`config.mk`:
```
export PLATFORM = sky130hd
export DESIGN_NAME = rf_write_arbiter
export DESIGN_NICKNAME = d
export VERILOG_FILES = /design/src/rtl/rf_write_arbiter.sv
export SDC_FILE = /design/constraint.sdc
export NUM_CORES = 1
export LEC_CHECK = 0
export ABC_AREA = 1
export CORE_ASPECT_RATIO = 2
export CORE_MARGIN = 3
export CORE_UTILIZATION = 38
export CTS_BUF_LIST = sky130_fd_sc_hd__clkbuf_16
export DETAILED_ROUTE_END_ITERATION = 10
export GPL_TIMING_DRIVEN = 0
export MAX_ROUTING_LAYER = met4
export PLACE_DENSITY = 0.89
export SYNTH_ARGS = -nofsm -noshare
export SYNTH_HDL_FRONTEND = slang
export SYNTH_SLANG_ARGS = --single-unit
```
`constraint.sdc`:
```
create_clock -name clk -period 1.5 [get_ports clk]
set_clock_uncertainty 0.15 [all_clocks]
set_input_delay 0.45 -clock clk [delete_from_list [all_inputs] [get_ports clk]]
set_output_delay 0.45 -clock clk [all_outputs]
set_load 0.01 [all_outputs]
```
`src/rtl/rf_write_arbiter.sv`:
```
// rf_write_arbiter
//   Shares the single register-file write port between two producers:
//   requester 0 (ALU writeback) and requester 1 (load/memory writeback).
//   Round-robin arbitration feeds a one-entry output register that drives the
//   register file. A downstream stall freezes that register.
//
// Ports
//   clk, rst_n                 clock, asynchronous active-low reset
//   reqN_valid/addr/data       requester N write request (held until ready)
//   reqN_ready                 requester N transfer accepted this cycle
//   wr_stall                   downstream hold, output register must not change
//   rf_write                   register file write enable (entry FULL)
//   rf_dest_addr/rf_dest_data  register file destination address / write data
//   rf_grant_id                requester that produced the current entry
//   conflict_cnt               (only with RF_WR_ARB_CONFLICT_CNT_EN) saturating
//                              count of cycles where a requester lost arbitration
//
// Optional feature macro: RF_WR_ARB_CONFLICT_CNT_EN
module rf_write_arbiter #(
  parameter int unsigned BITS   = 16,
  parameter int unsigned ADDR_W = 2
) (
  input  logic              clk,
  input  logic              rst_n,
  input  logic              req0_valid,
  input  logic [ADDR_W-1:0] req0_addr,
  input  logic [BITS-1:0]   req0_data,
  output logic              req0_ready,
  input  logic              req1_valid,
  input  logic [ADDR_W-1:0] req1_addr,
  input  logic [BITS-1:0]   req1_data,
  output logic              req1_ready,
  input  logic              wr_stall,
  output logic              rf_write,
  output logic [ADDR_W-1:0] rf_dest_addr,
  output logic [BITS-1:0]   rf_dest_data,
  output logic              rf_grant_id
`ifdef RF_WR_ARB_CONFLICT_CNT_EN
  ,
  output logic [7:0]        conflict_cnt
`endif
);

  typedef enum logic {StEmpty, StFull} state_e;

  state_e              r_state, w_state_d;
  logic [ADDR_W-1:0]   r_addr, w_addr_d;
  logic [BITS-1:0]     r_data, w_data_d;
  logic                r_gid, w_gid_d;
  logic                r_ptr, w_ptr_d;

  logic w_slot_free;
  logic w_both;
  logic w_win0;
  logic w_win1;

  // Pointer only breaks ties; a lone requester always wins.
  always_comb begin
    w_slot_free = (r_state == StEmpty) || !wr_stall;
    w_both      = req0_valid && req1_valid;
    w_win0      = req0_valid && (!req1_valid || !r_ptr);
    w_win1      = req1_valid && (!req0_valid || r_ptr);
  end

  // Readys are forced low while reset is asserted.
  assign req0_ready = rst_n && w_slot_free && w_win0;
  assign req1_ready = rst_n && w_slot_free && w_win1;

  always_comb begin
    w_state_d = r_state;
    w_addr_d  = r_addr;
    w_data_d  = r_data;
    w_gid_d   = r_gid;
    w_ptr_d   = r_ptr;
    if (w_slot_free) begin
      if (w_win0 || w_win1) begin
        w_state_d = StFull;
        w_addr_d  = w_win1 ? req1_addr : req0_addr;
        w_data_d  = w_win1 ? req1_data : req0_data;
        w_gid_d   = w_win1;
        if (w_both) begin
          w_ptr_d = ~r_ptr;
        end
      end else begin
        // Entry retired with nothing to replace it; payload kept, write disabled.
        w_state_d = StEmpty;
      end
    end
  end

  always_ff @(posedge clk or negedge rst_n) begin
    if (!rst_n) begin
      r_state <= StEmpty;
      r_addr  <= '0;
      r_data  <= '0;
      r_gid   <= 1'b0;
      r_ptr   <= 1'b0;
    end else begin
      r_state <= w_state_d;
      r_addr  <= w_addr_d;
      r_data  <= w_data_d;
      r_gid   <= w_gid_d;
      r_ptr   <= w_ptr_d;
    end
  end

  assign rf_write     = (r_state == StFull);
  assign rf_dest_addr = r_addr;
  assign rf_dest_data = r_data;
  assign rf_grant_id  = r_gid;

`ifdef RF_WR_ARB_CONFLICT_CNT_EN
  logic [7:0] r_cnt, w_cnt_d;

  always_comb begin
    w_cnt_d = r_cnt;
    if (w_both && w_slot_free && (r_cnt != 8'hFF)) begin
      w_cnt_d = r_cnt + 8'd1;
    end
  end

  always_ff @(posedge clk or negedge rst_n) begin
    if (!rst_n) begin
      r_cnt <= 8'd0;
    end else begin
      r_cnt <= w_cnt_d;
    end
  end

  assign conflict_cnt = r_cnt;
`endif

endmodule
```
==> impl_metrics.ini, run 1 <==
[run_status]
outcome = finished, violations left
violations = setup timing

[logic_synthesis]
syn-num-nets = 198
ys_seq_elements = 21
synth_top_area_share_pct = 46.5
synth_cell_types = 15
synth_cells = 157
yosys.area.top_type = dfrtp_1
synth_sequential_area_ratio_pct = 46.5
syn_avg_cell_area_sq_um = 7.20
synth_warnings = 0
yosys-top-cells-area = dfrtp_1 (46%), nand2_1 (31%), nand3_1 (8.8%)
netlist_area_sq_mm = 0.00113

[power_and_ir_drop]
leakage_nw = 1.05
power.density_mw_per_mm2 = 1230
peakVddDrop_mv = 0.855

[sta]
finalSetupViolations = 2
finalWorstSetupSlack_ps = -213
min_period_ps = 1710
rsz0062_at_grt = true
hold_viol = 0
worst_hold_slack_ps = 325
slew_headroom_pct = 35.4
fmax_mhz = 584
fin_crit_sh_pct = 114
slew_viol_final = 0
worstMarginPinSlew_ps = 969

[route]
wirelength_mm = 3.64
viasPerCell = 4.83
avgRoutedWirePerCell_um = 13.9
num_vias = 1261
drc_errors = 0
drtIter0Drc = 19
firstDrtPassIters = 4
ant_nets = 0

[hold_path]
hp-class = flip-flop to flip-flop
hold_depth = 2

[grt]
grt_pass1_wl_mm = 5.90
track_usage_pct = 21.8
overflow = 0
grt_start_max_net_pins = 22
grt_pass1_vias = 1331
antenna_found_initial = 0

[placement]
dp_hpwl_mm = 2.47
gp_congestion = 0.801
placed_cell_area_sq_mm = 0.00180
numPortBuffers = 62

[cts]
clock_path_buffers = 2
htreeDepth = 1
insertion_delay_ps = 250
cts_tree = built
cts_buffers = 3
path_clk_slew_ps = 60
clockRootBuffer = clkbuf_16
cts_sinks = 21

[die]
fp-row-count = 27
core_sq_mm = 0.00280
die_area_sq_mm = 0.00371
die_width_um = 44.6
die_h_um = 83.2
io_pins = 63
start_util_pct = 40.3

[finish]
n_antenna_cell = 0
stdcell_area_sq_mm = 0.00198
final_common_cell = nand2_1
finish.utilization_pct = 70.5
layout-drive-gt1-share_pct = 18.5
area_delta_synth_final_pct = 74.8
final_nets = 274
mostFrequentLayoutCells = nand2_1 (92), clkdlybuf4s50_1 (36), dfrtp_1 (21), nand3_1 (20), clkdlybuf4s15_1 (12)

[critical_path]
arrival_ps = 1110
rr_worst_depth = 8
crit_fanout = 3
crit_path_start_kind = flip-flop
end_kind = output pin
crit_required_ps = 900
path_class = flip-flop to output pin

[job]
max-cap-violations = 0
worst max-delay path: stages, from the launching register on:
cell and delay [ps]:
dfrtp_1 340, inv_2 50, nand2_4 70, nand2_4 50, buf_8 120, nor3_4 80
buf_2 140
kinds of logic (layout without fill, tap and decap cells):
kind of cell / count (synthesis) / in the layout / synth area share, %
buffers and inverters: 15 / 90 / 9.40
DFF: 21 / 21 / 46.5
xor gates and xnor gates: 1 / 1 / 0.774
and+or+nand+nor: 118 / 118 / 42.5
AOI/OAI and AO/OA: 2 / 2 / 0.884
worst paths after layout:
kind | endpoint | startpoint | slack, ps
max | req1_ready | r_ptr | -210
min | rf_dest_data[4] | rf_dest_data[4] | 320
max reg2reg | rf_dest_data[8] | r_ptr | 110
min reg2reg | rf_dest_data[4] | rf_dest_data[4] | 320
max in group asynchronous | rf_grant_id | rst_n | 240
min in group asynchronous | rf_dest_data[3] | rst_n | 370
sequential cells by signal, summed over array words and instances, names as in the netlist:
register and flops:
rf_grant_id 1, rf_dest_data 16, rf_dest_addr 2, rf_write 1, r_ptr 1
repair_timing:
action	in CTS	in global routing
gates resized for setup	73	16
gates cloned	0	3
pin swaps	3	2
buffers inserted	6	3
endpoints found under the setup margin	64	51
hold endpoints to repair	21	0
hold buffers	1	0
synth_stat cells:
| master | instances |
|---|---|
| buf_6 | 5 |
| nor3_1 | 2 |
| inv_1 | 4 |
| nand2_2 | 1 |
| o21ai_0 | 1 |
| nand3_1 | 20 |
| inv_2 | 1 |
| nand2_4 | 1 |
| buf_4 | 2 |
| inv_4 | 1 |
| o21ai_1 | 1 |
| xor2_1 | 1 |
| buf_2 | 2 |
| nand2_1 | 94 |
| dfrtp_1 | 21 |
metrics by stage:
stage	total power [mW]	cells	TNS (ps)	setup slack (ps)
2_1_floorplan	1.31	157	-72.6	-72.6
3_3_place_gp	1.82	248	-17650	-1730
3_5_place_dp	1.85	248	-18530	-1760
4_1_cts	2.41	258	-4810	-301
5_1_grt	2.61	261	-522	-286
6_report	2.43	261	-416	-213
cell type report:
class	instances	area (sq um)
multi-input combinational	121	543
clock buffer	3	75.1
sequential	21	526
clock inverter	1	3.75
inverter	6	35.0
buffer	7	75.1
timing repair inverter	2	17.5
tap	29	36.3
timing repair buffer	71	666
fill	230	827
routing by layer:
| layer | part of all wire [%] | GRT usage [%] | up-vias | wire (um) |
|---|---|---|---|---|
| li1 | - | - | 634 | - |
| met1 | 34 | 21.0 | 571 | 1250 |
| met2 | 58 | 37.7 | 46 | 2110 |
| met3 | 4.2 | 3.69 | 10 | 153 |
| met4 | 3.2 | 12.6 | 0 | 117 |
| met5 | 0 | - | - | 0 |
power by group:
| part | total, mW | internal (mW) | switching [mW] |
|---|---|---|---|
| combinational | 1.06 | 0.514 | 0.543 |
| clock | 0.553 | 0.355 | 0.198 |
| sequential | 0.819 | 0.730 | 0.0889 |
| total | 2.43 | 1.60 | 0.830 |
Power figures use the tool's default switching activity.
==> run 2, diff against run 1 <==
--- a/config.mk
+++ b/config.mk
@@ -13,7 +13,7 @@
 export DETAILED_ROUTE_END_ITERATION = 10
 export GPL_TIMING_DRIVEN = 0
 export MAX_ROUTING_LAYER = met4
-export PLACE_DENSITY = 0.89
+export PLACE_DENSITY = 0.79
 export SYNTH_ARGS = -nofsm -noshare
 export SYNTH_HDL_FRONTEND = slang
 export SYNTH_SLANG_ARGS = --single-unit
==> run 2 against run 1 <==
Against the previous run:
- maximum frequency rose by 0.36%
- critical path type unchanged
- combinational power is 9.7% lower
- setup slack better by 6.2 ps
- the run still ends with setup timing left
- die area is the same
==> impl_metrics.ini, run 2 (same netlist as run 1, synthesis figures left out) <==
[finish]
n_antenna_cell = 0
fill_cells = 255
final_nets = 268
final_common_cell = nand2_1
finish.utilization_pct = 66.7
mostFrequentLayoutCells = nand2_1 (92), clkdlybuf4s50_1 (36), dfrtp_1 (21), nand3_1 (20), clkdlybuf4s15_1 (13)
instances_no_fill = 255
area_delta_synth_final_pct = 65.4
largest_reg_flops = 16
layout-drive-gt1-share_pct = 15.5

[cts]
insertion_delay_ps = 250
clock_path_buffers = 2
path_clk_slew_ps = 60
cts_tree = built
clockRootBuffer = clkbuf_16
htreeDepth = 1
cts_buffers = 3
cts_sinks = 21

[hold_path]
whs_endpoint = rf_dest_data[4]
hold_depth = 2
hold_start = rf_dest_data[4]
hp-class = flip-flop to flip-flop

[sta]
rsz0062_at_grt = true
fin_crit_sh_pct = 114
fmax_mhz = 586
hold_viol = 0
finalWorstSetupSlack_ps = -206
slew_viol_final = 0
finalSetupViolations = 2
slew_headroom_pct = 37.0
min_period_ps = 1710
worstMarginPinSlew_ps = 945

[placement]
dp_cells = 248
gp_congestion = 0.775
dp_hpwl_mm = 2.51
numPortBuffers = 62

[die]
die_width_um = 44.6
die_h_um = 83.2
start_util_pct = 40.3
core_sq_mm = 0.00280
fp-row-count = 27
die_area_sq_mm = 0.00371
io_pins = 63

[power_and_ir_drop]
peakVddDrop_mv = 0.701
leakage_nw = 1.00
power.density_mw_per_mm2 = 1240

[route]
firstDrtPassIters = 4
drtIter0Drc = 23
viasPerCell = 4.96
num_vias = 1264
wirelength_mm = 3.39
avgRoutedWirePerCell_um = 13.3
drc_errors = 0
ant_nets = 0

[run_status]
outcome = finished, violations left
violations = setup timing

[grt]
overflow = 0
grt_pass1_vias = 1319
antenna_found_initial = 0
track_usage_pct = 20.3
grt_start_max_net_pins = 22
grt_pass1_wl_mm = 5.57

[critical_path]
crit_path_start_kind = flip-flop
r2r_slack_ps = 40
worstReg2RegStart = r_ptr
rr_worst_depth = 8
crit_fanout = 3
path_class = flip-flop to output pin
end_kind = output pin
arrival_ps = 1110
r2r-end = rf_dest_data[3]
crit_required_ps = 900

[job]
max-cap-violations = 0
-- run 2: critical path, stage by stage, from the launching register on --
cell	delay [ps]
dfrtp_1	380
inv_2	80
o21ai_1	100
nor3_2	150
buf_2	150
-- run 2: layout make-up --
class,instances,area (sq um),share of cell area (%)
buffer,7,58.8,3.14
clock buffer,3,75.1,4.01
clock inverter,1,3.75,0.201
inverter,6,25.0,1.34
multi-input combinational,121,529,28.3
sequential,21,526,28.1
tap,29,36.3,1.94
timing repair buffer,67,617,33.0
-- run 2: timing repair --
item	CTS	global route
endpoints found under the setup margin	64	49
buffers inserted	4	0
endpoints found under the hold margin	21	0
resized for setup	70	9
pin swaps	3	0
hold buffers	1	0
-- run 2: layer usage --
| metal | GRT usage [%] | routed length, um | vias up |
|---|---|---|---|
| met5 | - | 0 | - |
| met4 | 10.2 | 114 | 0 |
| met3 | 1.74 | 132 | 10 |
| met2 | 37.4 | 1930 | 48 |
| met1 | 19.3 | 1210 | 586 |
| li1 | - | - | 620 |
-- run 2: metrics by stage --
stage                     power, mW  setup WS (ps)  setup TNS, ps  hold slack (ps)  area [sq um]
after detailed placement       1.86          -1760         -18480              314          1800
after global placement         1.82          -1700         -16980              310          1800
final                          2.32           -206           -404              331          1870
after floorplan                1.31          -72.6          -72.6             4.41          1150
after CTS                      2.38           -222          -4350              330          1910
after global routing           2.48           -248           -591              363          1870
-- run 2: worst max path at each step --
stage	cells past startpoint	start	endpoint	slack (ps)
floorplan	5	req0_valid	req1_ready	-70
global placement	4	rst_n	req0_ready	-1700
detailed placement	4	rst_n	req0_ready	-1760
CTS	6	r_ptr	req1_ready	-220
global route	5	r_ptr	req1_ready	-250
finish	4	r_ptr	req0_ready	-210
-- run 2: power by group --
part / switching [mW] / total, mW / leakage (nW) / internal, mW
logic: 0.505 / 0.957 / 0.704 / 0.452
registers: 0.0884 / 0.818 / 0.257 / 0.730
clock network: 0.194 / 0.548 / 0.0423 / 0.355
total: 0.787 / 2.32 / 1.00 / 1.54
==> run 3, diff against run 2 <==
--- a/config.mk
+++ b/config.mk
@@ -11,6 +11,7 @@
 export CORE_UTILIZATION = 38
 export CTS_BUF_LIST = sky130_fd_sc_hd__clkbuf_16
 export DETAILED_ROUTE_END_ITERATION = 10
+export GPL_ROUTABILITY_DRIVEN = 0
 export GPL_TIMING_DRIVEN = 0
 export MAX_ROUTING_LAYER = met4
 export PLACE_DENSITY = 0.79
==> results of run 3 <==
No change in the layout: final DEF, timing and power equal those of run 2.
